[src/rtl/sseg_pkg.sv]
// Shared types and active-low segment patterns for the BCD seven-segment driver.
// Bit order is {dp,g,f,e,d,c,b,a}.
package sseg_pkg;

    localparam int unsigned NUM_DIGITS = 4;

    typedef logic [3:0] bcd_digits_t [NUM_DIGITS-1:0];

    localparam logic [7:0] SSEG_0    = 8'hC0;
    localparam logic [7:0] SSEG_1    = 8'hF9;
    localparam logic [7:0] SSEG_2    = 8'hA4;
    localparam logic [7:0] SSEG_3    = 8'hB0;
    localparam logic [7:0] SSEG_4    = 8'h99;
    localparam logic [7:0] SSEG_5    = 8'h92;
    localparam logic [7:0] SSEG_6    = 8'h82;
    localparam logic [7:0] SSEG_7    = 8'hF8;
    localparam logic [7:0] SSEG_8    = 8'h80;
    localparam logic [7:0] SSEG_9    = 8'h90;
    localparam logic [7:0] SSEG_DASH = 8'hBF;
    localparam logic [7:0] SSEG_OFF  = 8'hFF;

    // True when any nibble lies outside the BCD range 0..9.
    function automatic logic has_invalid(input bcd_digits_t d);
        logic r;
        r = 1'b0;
        for (int unsigned k = 0; k < NUM_DIGITS; k++) begin
            if (d[k[1:0]] > 4'd9) r = 1'b1;
        end
        return r;
    endfunction

endpackage

[src/rtl/bcd_to_sseg.sv]
// Combinational nibble to active-low segment decoder; non-BCD values show a dash.
module bcd_to_sseg
    import sseg_pkg::*;
(
    input  logic [3:0] nibble_i,
    output logic [7:0] sseg_o
);

    always_comb begin
        sseg_o = SSEG_DASH;
        unique case (nibble_i)
            4'd0:    sseg_o = SSEG_0;
            4'd1:    sseg_o = SSEG_1;
            4'd2:    sseg_o = SSEG_2;
            4'd3:    sseg_o = SSEG_3;
            4'd4:    sseg_o = SSEG_4;
            4'd5:    sseg_o = SSEG_5;
            4'd6:    sseg_o = SSEG_6;
            4'd7:    sseg_o = SSEG_7;
            4'd8:    sseg_o = SSEG_8;
            4'd9:    sseg_o = SSEG_9;
            default: sseg_o = SSEG_DASH;
        endcase
    end

endmodule

[src/rtl/bcd_sseg_mux.sv]
// Four-digit multiplexed common-anode driver: latches a BCD reading on i_load
// and scans one digit per REFRESH_DIV cycles with optional leading-zero blanking.
module bcd_sseg_mux
    import sseg_pkg::*;
#(
    parameter int unsigned REFRESH_DIV = 100_000
) (
    input  logic        i_clk,
    input  logic        i_rst_n,
    input  logic        i_load,
    input  bcd_digits_t i_freq_bcd,
    input  logic        i_blank_en,
    output logic [3:0]  o_an,
    output logic [7:0]  o_sseg,
    output logic        o_bcd_err
);

    localparam int unsigned CW = $clog2(REFRESH_DIV);
    localparam logic [CW-1:0] CNT_LAST = CW'(REFRESH_DIV - 1);

    logic [CW-1:0] cnt_q, cnt_d;
    logic [1:0]    idx_q, idx_d;
    bcd_digits_t   shadow_q, shadow_d;
    logic          err_q, err_d;
    logic [3:0]    an_q, an_d;
    logic [7:0]    sseg_q, sseg_d;

    logic [7:0]    seg_dec;
    logic          upper_nz;
    logic          blank;

    bcd_to_sseg u_dec (
        .nibble_i (shadow_q[idx_q]),
        .sseg_o   (seg_dec)
    );

    // A digit above 0 is blanked only when it and every more significant digit is zero.
    always_comb begin
        upper_nz = 1'b0;
        for (int unsigned k = 1; k < NUM_DIGITS; k++) begin
            if (k >= 32'(idx_q) && shadow_q[k[1:0]] != 4'd0) upper_nz = 1'b1;
        end
        blank = i_blank_en && (idx_q != 2'd0) && !upper_nz;
    end

    always_comb begin
        cnt_d    = cnt_q + 1'b1;
        idx_d    = idx_q;
        shadow_d = shadow_q;
        err_d    = err_q;
        if (cnt_q == CNT_LAST) begin
            cnt_d = '0;
            idx_d = idx_q + 2'd1;
        end
        if (i_load) begin
            shadow_d = i_freq_bcd;
            err_d    = has_invalid(i_freq_bcd);
        end
        // Outputs are built from the current state, giving one edge of latency
        // after both a load and an index advance.
        an_d   = blank ? '1 : ~(4'b0001 << idx_q);
        sseg_d = blank ? SSEG_OFF : seg_dec;
    end

    always_ff @(posedge i_clk or negedge i_rst_n) begin
        if (!i_rst_n) begin
            cnt_q    <= '0;
            idx_q    <= '0;
            shadow_q <= '{default: '0};
            err_q    <= 1'b0;
            an_q     <= '1;
            sseg_q   <= SSEG_OFF;
        end else begin
            cnt_q    <= cnt_d;
            idx_q    <= idx_d;
            shadow_q <= shadow_d;
            err_q    <= err_d;
            an_q     <= an_d;
            sseg_q   <= sseg_d;
        end
    end

    assign o_an      = an_q;
    assign o_sseg    = sseg_q;
    assign o_bcd_err = err_q;

endmodule

[config.mk]
export PLATFORM = sky130hd
export DESIGN_NAME = bcd_sseg_mux
export DESIGN_NICKNAME = d
export VERILOG_FILES = /design/src/rtl/sseg_pkg.sv /design/src/rtl/bcd_to_sseg.sv /design/src/rtl/bcd_sseg_mux.sv
export SDC_FILE = /design/constraint.sdc
export NUM_CORES = 1
export LEC_CHECK = 0
export BUFFER_PORTS_ARGS = -buffer_cell sky130_fd_sc_hd__buf_2
export CORE_ASPECT_RATIO = 2
export CORE_MARGIN = 4
export CORE_UTILIZATION = 25
export DETAILED_ROUTE_END_ITERATION = 8
export GPL_TIMING_DRIVEN = 0
export PLACE_DENSITY = 0.52
export SLEW_MARGIN = 15
export SYNTH_ARGS = -nofsm -noshare
export SYNTH_HDL_FRONTEND = slang
export SYNTH_SLANG_ARGS = --single-unit
[constraint.sdc]
create_clock -name i_clk -period 2.3 [get_ports i_clk]
set_input_delay 0.23 -clock i_clk [delete_from_list [all_inputs] [get_ports i_clk]]
set_output_delay 0.23 -clock i_clk [all_outputs]
set_load 0.03 [all_outputs]
Word-level counts from Yosys, hierarchy flattened
Memories as Yosys holds them, arrays and structs flattened.
Cells that the tools add are included.
W data, S select, Z words.
{ "word_totals": {"register_bits": 48, "mem_bits_ro": 112, "input_bits": 20, "out_inout_bits": 13, "wordCells": 43, "n_memories": 1} }
{ "op_classes": {"add_sub_neg": 2, "order_cmp": 7, "eq_ne": 1, "shift": 1, "mux": 12, "n_bitwise": 1, "n_reduce_logical": 9} }
{ "memory_table": {"columns": ["name", "words", "width", "read_ports", "rd_ports_with_merged_regs", "wr", "line_no", "source"], "rows": [
  ["(no name shown)", 16, 7, 1, 0, 0, "bcd_to_sseg.sv:11", "unique case (nibble_i)"]
]} }
{ "ops": {"columns": ["op", "count"], "rows": [
  ["$add A17 B1 Y17 const B", 1],
  ["$eq A17 B17 Y1 const B", 1],
  ["$mux W17", 1],
  ["$gt A4 B4 Y1 const B", 4],
  ["$reduce_bool A4 Y1", 3],
  ["$bmux W4 S2", 1],
  ["$mux W4", 2],
  ["$mux W8", 1],
  ["$mux W1", 7],
  ["$logic_and A1 B1 Y1", 4],
  ["$not A4 Y4", 1],
  ["$shl A1 B2 Y4 const A", 1],
  ["$lt A2 B3 Y1 const B", 1],
  ["$add A2 B1 Y2 const B", 1],
  ["$ge A1 B2 Y1 const A", 1],
  ["$ge A2 B2 Y1 const A", 1],
  ["$reduce_bool A2 Y1", 1],
  ["$logic_not A1 Y1", 1]
]} }

Logic depth before layout (Yosys ltp)
{ "logic_depth": {"ltp_word": 8, "mapped_depth": 7, "ltp_nobuf": 6} }

Hierarchy
A second synthesis with hierarchy kept.
{ "unflattened": {"cells_unflattened": 195, "hier_area_um2": 2391.0} }
{ "modules_own_cells": {"columns": ["mod", "instances", "cells_per_inst", "area_each_um2", "seq_area_each_um2"], "rows": [
  ["bcd_sseg_mux", 1, 162, 2139.6, 1216.2],
  ["bcd_to_sseg", 1, 33, 251.5, 0.0]
]} }

Worst setup path before layout
Ideal clock, no wire load.
{ "synth_timing": {"path_kind": "reg2reg", "start": "register idx_q[1]", "end": "register sseg_q[3] (netlist: o_sseg[3])", "setup_time_ns": 0.072, "arrival_ns": 1.637, "required_ns": 2.228, "path_slack_ns": 0.591, "stages_incl_launch_ff": 8, "n_path_buf": 1, "period_less_slack_ns": 1.709, "path_cell_list": "dfrtp_1 -> buf_6 -> mux4_2 -> inv_1 -> ha_1 -> nand2_1 -> o21ai_0 -> o21ai_1"} }
{ "synth_via": {"elab_chain_cells": 8, "word_cells_on_any_way": 15, "cone_classes": "order compare (2); mux (6); reduce/logical (6); memory (1)"} }
{ "synth_rtl": {"columns": ["element", "line_no", "source"], "rows": [
  ["start, declared", "bcd_sseg_mux.sv:22", "logic [1:0] idx_q, idx_d;"],
  ["start signal, assigned", "bcd_sseg_mux.sv:75", "idx_q <= idx_d;"],
  ["parallel branches: the longest is 7 deep, another holds $mem_v2 Z16 W7", null, null],
  ["$mux W8 *", "bcd_sseg_mux.sv:62", "sseg_d = blank ? SSEG_OFF : seg_dec;"],
  ["net sseg_d[3]", "bcd_sseg_mux.sv:26", "logic [7:0] sseg_q, sseg_d;"],
  ["end signal, assigned", "bcd_sseg_mux.sv:79", "sseg_q <= sseg_d;"],
  ["end, declared", "bcd_sseg_mux.sv:26", null]
]} }
Mark *: on every way through the listed nets, which the timed path passes. The select of a mux whose other input is x is not followed.
A chain may end at the register's enable or synchronous reset.

Final worst setup path
Ends and elaborated chain as after synthesis.

==> results.sh <==
export IMPL_rsz0062_at_grt="no"
export IMPL_whs_path_depth=2
export IMPL_die_h_um=142
export IMPL_core_um2=8710
export IMPL_cts_tree="yes"
export IMPL_vias_per_cell=4.56
export IMPL_synth_cell_type_count=37
export IMPL_ff2ff_setup_slack_ns=0.47
export IMPL_synth_area_um2=2240
export IMPL_critPathLaunchType="flop"
export IMPL_syn_area_per_cell_um2=12.0
export IMPL_worstReg2RegEnd="o_sseg[3]"
export IMPL_firstDrtPassIters=4
export IMPL_muxShareOfSynthArea_pct=13.0
export IMPL_drtIter0Drc=90
export IMPL_antenna_found_initial=0
export IMPL_drtAntennaViolNets=0
export IMPL_fin_crit_sh_pct=79.4
export IMPL_final_common_cell="dfrtp_1"
export IMPL_fmax_mhz=548
export IMPL_synth_fp_nets=217
export IMPL_num_io_pins=33
export IMPL_synth_compound_area_share_pct=5.31
export IMPL_num_fill_cells=880
export IMPL_via_count=1481
export IMPL_layout_drive_gt1_share_pct=35.1
export IMPL_die_area_um2=10600
export IMPL_yosys_area_share_simple_pct=13.6
export IMPL_mostFrequentLayoutCells="36 x dfrtp_1, 32 x buf_2, 17 x mux2_2, 12 x nor2_1"
export IMPL_drv_cap=0
export IMPL_n_antenna_cell=0
export IMPL_numCtsBuffers=5
export IMPL_worstPathRequired_ns=2.52
export IMPL_min_to="shadow_q[8]"
export IMPL_nets=255
export IMPL_setup_violations=0
export IMPL_drc_errors=0
export IMPL_async_reset_ff_share_pct=100
export IMPL_area_growth_pct=19.6
export IMPL_min_path_type="in2reg"
export IMPL_routed_wl_mm=4.37
export IMPL_dieWidth_um=74.9
export IMPL_leakage_nw=1.14
export IMPL_fin_ws_ns=0.475
export IMPL_dp_hpwl_mm=3.26
export IMPL_finClkSkew_ns=0.00668
export IMPL_synth_adder_area_share_pct=6.15
export IMPL_maxSlewViolCount=0
export IMPL_worst_ir_drop_vdd_mv=0.262
export IMPL_grt_use_total_pct=9.46
export IMPL_tns_ns=0
export IMPL_power_density_nw_per_um2=702
export IMPL_cts_root_buf="clkbuf_16"
export IMPL_postCtsSetupBuffers=0
export IMPL_grt_max_degree=48
export IMPL_grt_pass1_wl_mm=7.49
export IMPL_place_congestion=0.751
export IMPL_worst_setup_path_end_kind="flop"
export IMPL_crit_fanout=7
export IMPL_cts_sinks=47
export IMPL_slowest_delay_ns=0.57
export IMPL_grt_overflow_total=0
export IMPL_grt_pass1_vias=1550
export IMPL_seqCellArea_um2=1190
export IMPL_r2r_start="idx_q[1]"
export IMPL_rows=48
export IMPL_cts_htree_levels=2
export IMPL_place_ws_ns=0.480
export IMPL_synth_edf_count=0
export IMPL_cts_repair_resized=0
export IMPL_insertion_delay_ns=0.29
export IMPL_cts_buffer_depth=2
export IMPL_yosysSeqAreaShare_pct=53.2
export IMPL_path_buf_inv=2
export IMPL_cp_arrival_ns=2.05
export IMPL_io_buffers=30
export IMPL_initial_core_util_pct=25.7
export IMPL_timing_max_slew_rel_slack_pct=60.1
export IMPL_min_delay_start="i_freq_bcd[8]"
export IMPL_synth_flop_cell="dfrtp_1"
export IMPL_crit_slowest_cell="mux4_2"
export IMPL_fin_crit_ns=1.83
export IMPL_r2r_cells=7
export IMPL_wire_per_inst_um=13.4
export IMPL_multi_input_area_um2=980
export IMPL_synth_xor_area_share_pct=5.48
export IMPL_syn_inst=186
export IMPL_path_class="reg2reg"
export IMPL_path_cells="buf_6, mux4_2, inv_1, ha_1, nand2_1, o21ai_0, o21ai_1"
export IMPL_synth_seq_cells=47
export IMPL_status="completed"
export IMPL_synth_top_family_by_area="simple AND/OR/NAND/NOR gates"
export IMPL_finalHoldViolations=0
export IMPL_synth_warnings=0
export IMPL_worstMarginPinSlew_ns=0.598
export IMPL_path_delay_family="multiplexers"
export IMPL_clk_pin_slew_ns=0.06
routing by layer:
layer / routed length [um] / global-route usage [%] / vias to the layer above / share of wire, %
met5: 0 / 0 / - / 0
met2: 2310 / 15.3 / 24 / 53
met4: 129 / 5.35 / 0 / 3.0
li1: - / - / 724 / -
met1: 1710 / 10.9 / 725 / 39
met3: 220 / 2.55 / 8 / 5.0
stage by stage:
stage / hold WS [ns] / total power, mW / instance area, um2 / cells / utilization, %
after global routing: 0.167 / 1.98 / 2680 / 325 / 30.7
final: 0.167 / 1.88 / 2680 / 325 / 30.7
after floorplan: -0.0656 / 1.07 / 2240 / 186 / -
after global placement: 0.464 / 1.15 / 2510 / 316 / 28.9
after detailed placement: 0.466 / 1.15 / 2510 / 316 / 28.9
after CTS: 0.160 / 1.91 / 2660 / 324 / 30.6
sequential cells by signal (all words and copies together) (netlist names):
name / flops
idx_q: 2
cnt_q: 17
o_bcd_err: 1
o_sseg: 7
shadow_q: 16
o_an: 4
Yosys cell counts, types with 3 or more instances:
library cell / instances / share of area (%)
xor2_1: 3 / 1.2
nand3_1: 7 / 1.6
inv_1: 6 / 1.0
o21ai_0: 10 / 2.2
and4_1: 3 / 1.2
o21ai_1: 3 / 0.67
mux4_2: 4 / 4.0
or3_1: 4 / 1.1
nand2_1: 11 / 1.8
ha_1: 11 / 6.2
nand4_1: 4 / 1.1
dfstp_2: 11 / 13
dfrtp_1: 36 / 40
nor4_1: 3 / 0.84
nor2_1: 12 / 2.0
buf_2: 3 / 0.67
xnor2_1: 11 / 4.3
mux2_2: 17 / 8.6
a21oi_1: 6 / 1.3
where the power goes:
part           switching [mW]  leakage (nW)  total [mW]  internal [mW]
logic                   0.131         0.499       0.218         0.0864
registers              0.0256         0.563       0.915          0.890
clock network           0.311        0.0741       0.746          0.435
total                   0.468          1.14        1.88           1.41
repair_timing:
item                       4_1_cts  5_1_grt
hold buffers                     0        1
setup endpoints to repair        0        0
hold endpoints to repair         0        1
cell families after synthesis:
logic type	Yosys count
adders and majority gates	11
DFF	47
buffers and inverters	13
xor gates and xnor gates	14
muxes	22
AOI/OAI and AO/OA	22
and+or+nand+nor	56
other	1
cell type report:
cell class | instances | share of cell area, %
Buffer | 7 | 1.68
Clock buffer | 7 | 5.33
Clock inverter | 1 | 0.327
Inverter | 6 | 0.842
Multi-Input combinational cell | 126 | 36.6
Sequential cell | 47 | 44.5
Tap cell | 100 | 4.68
Timing Repair Buffer | 31 | 6.08
how the worst max path moves through the flow:
stage / from / endpoint / slack [ns] / depth (start not counted)
after global routing: idx_q[1] / o_sseg[3] / 0.36 / 7
after detailed placement: idx_q[1] / o_sseg[3] / 0.48 / 7
after global placement: cnt_q[0] / idx_q[1] / 0.49 / 6
final: idx_q[1] / o_sseg[3] / 0.47 / 7
after floorplan: idx_q[1] / o_sseg[3] / 0.59 / 7
after CTS: idx_q[1] / o_sseg[3] / 0.46 / 7
Power figures use the tool's default switching activity.
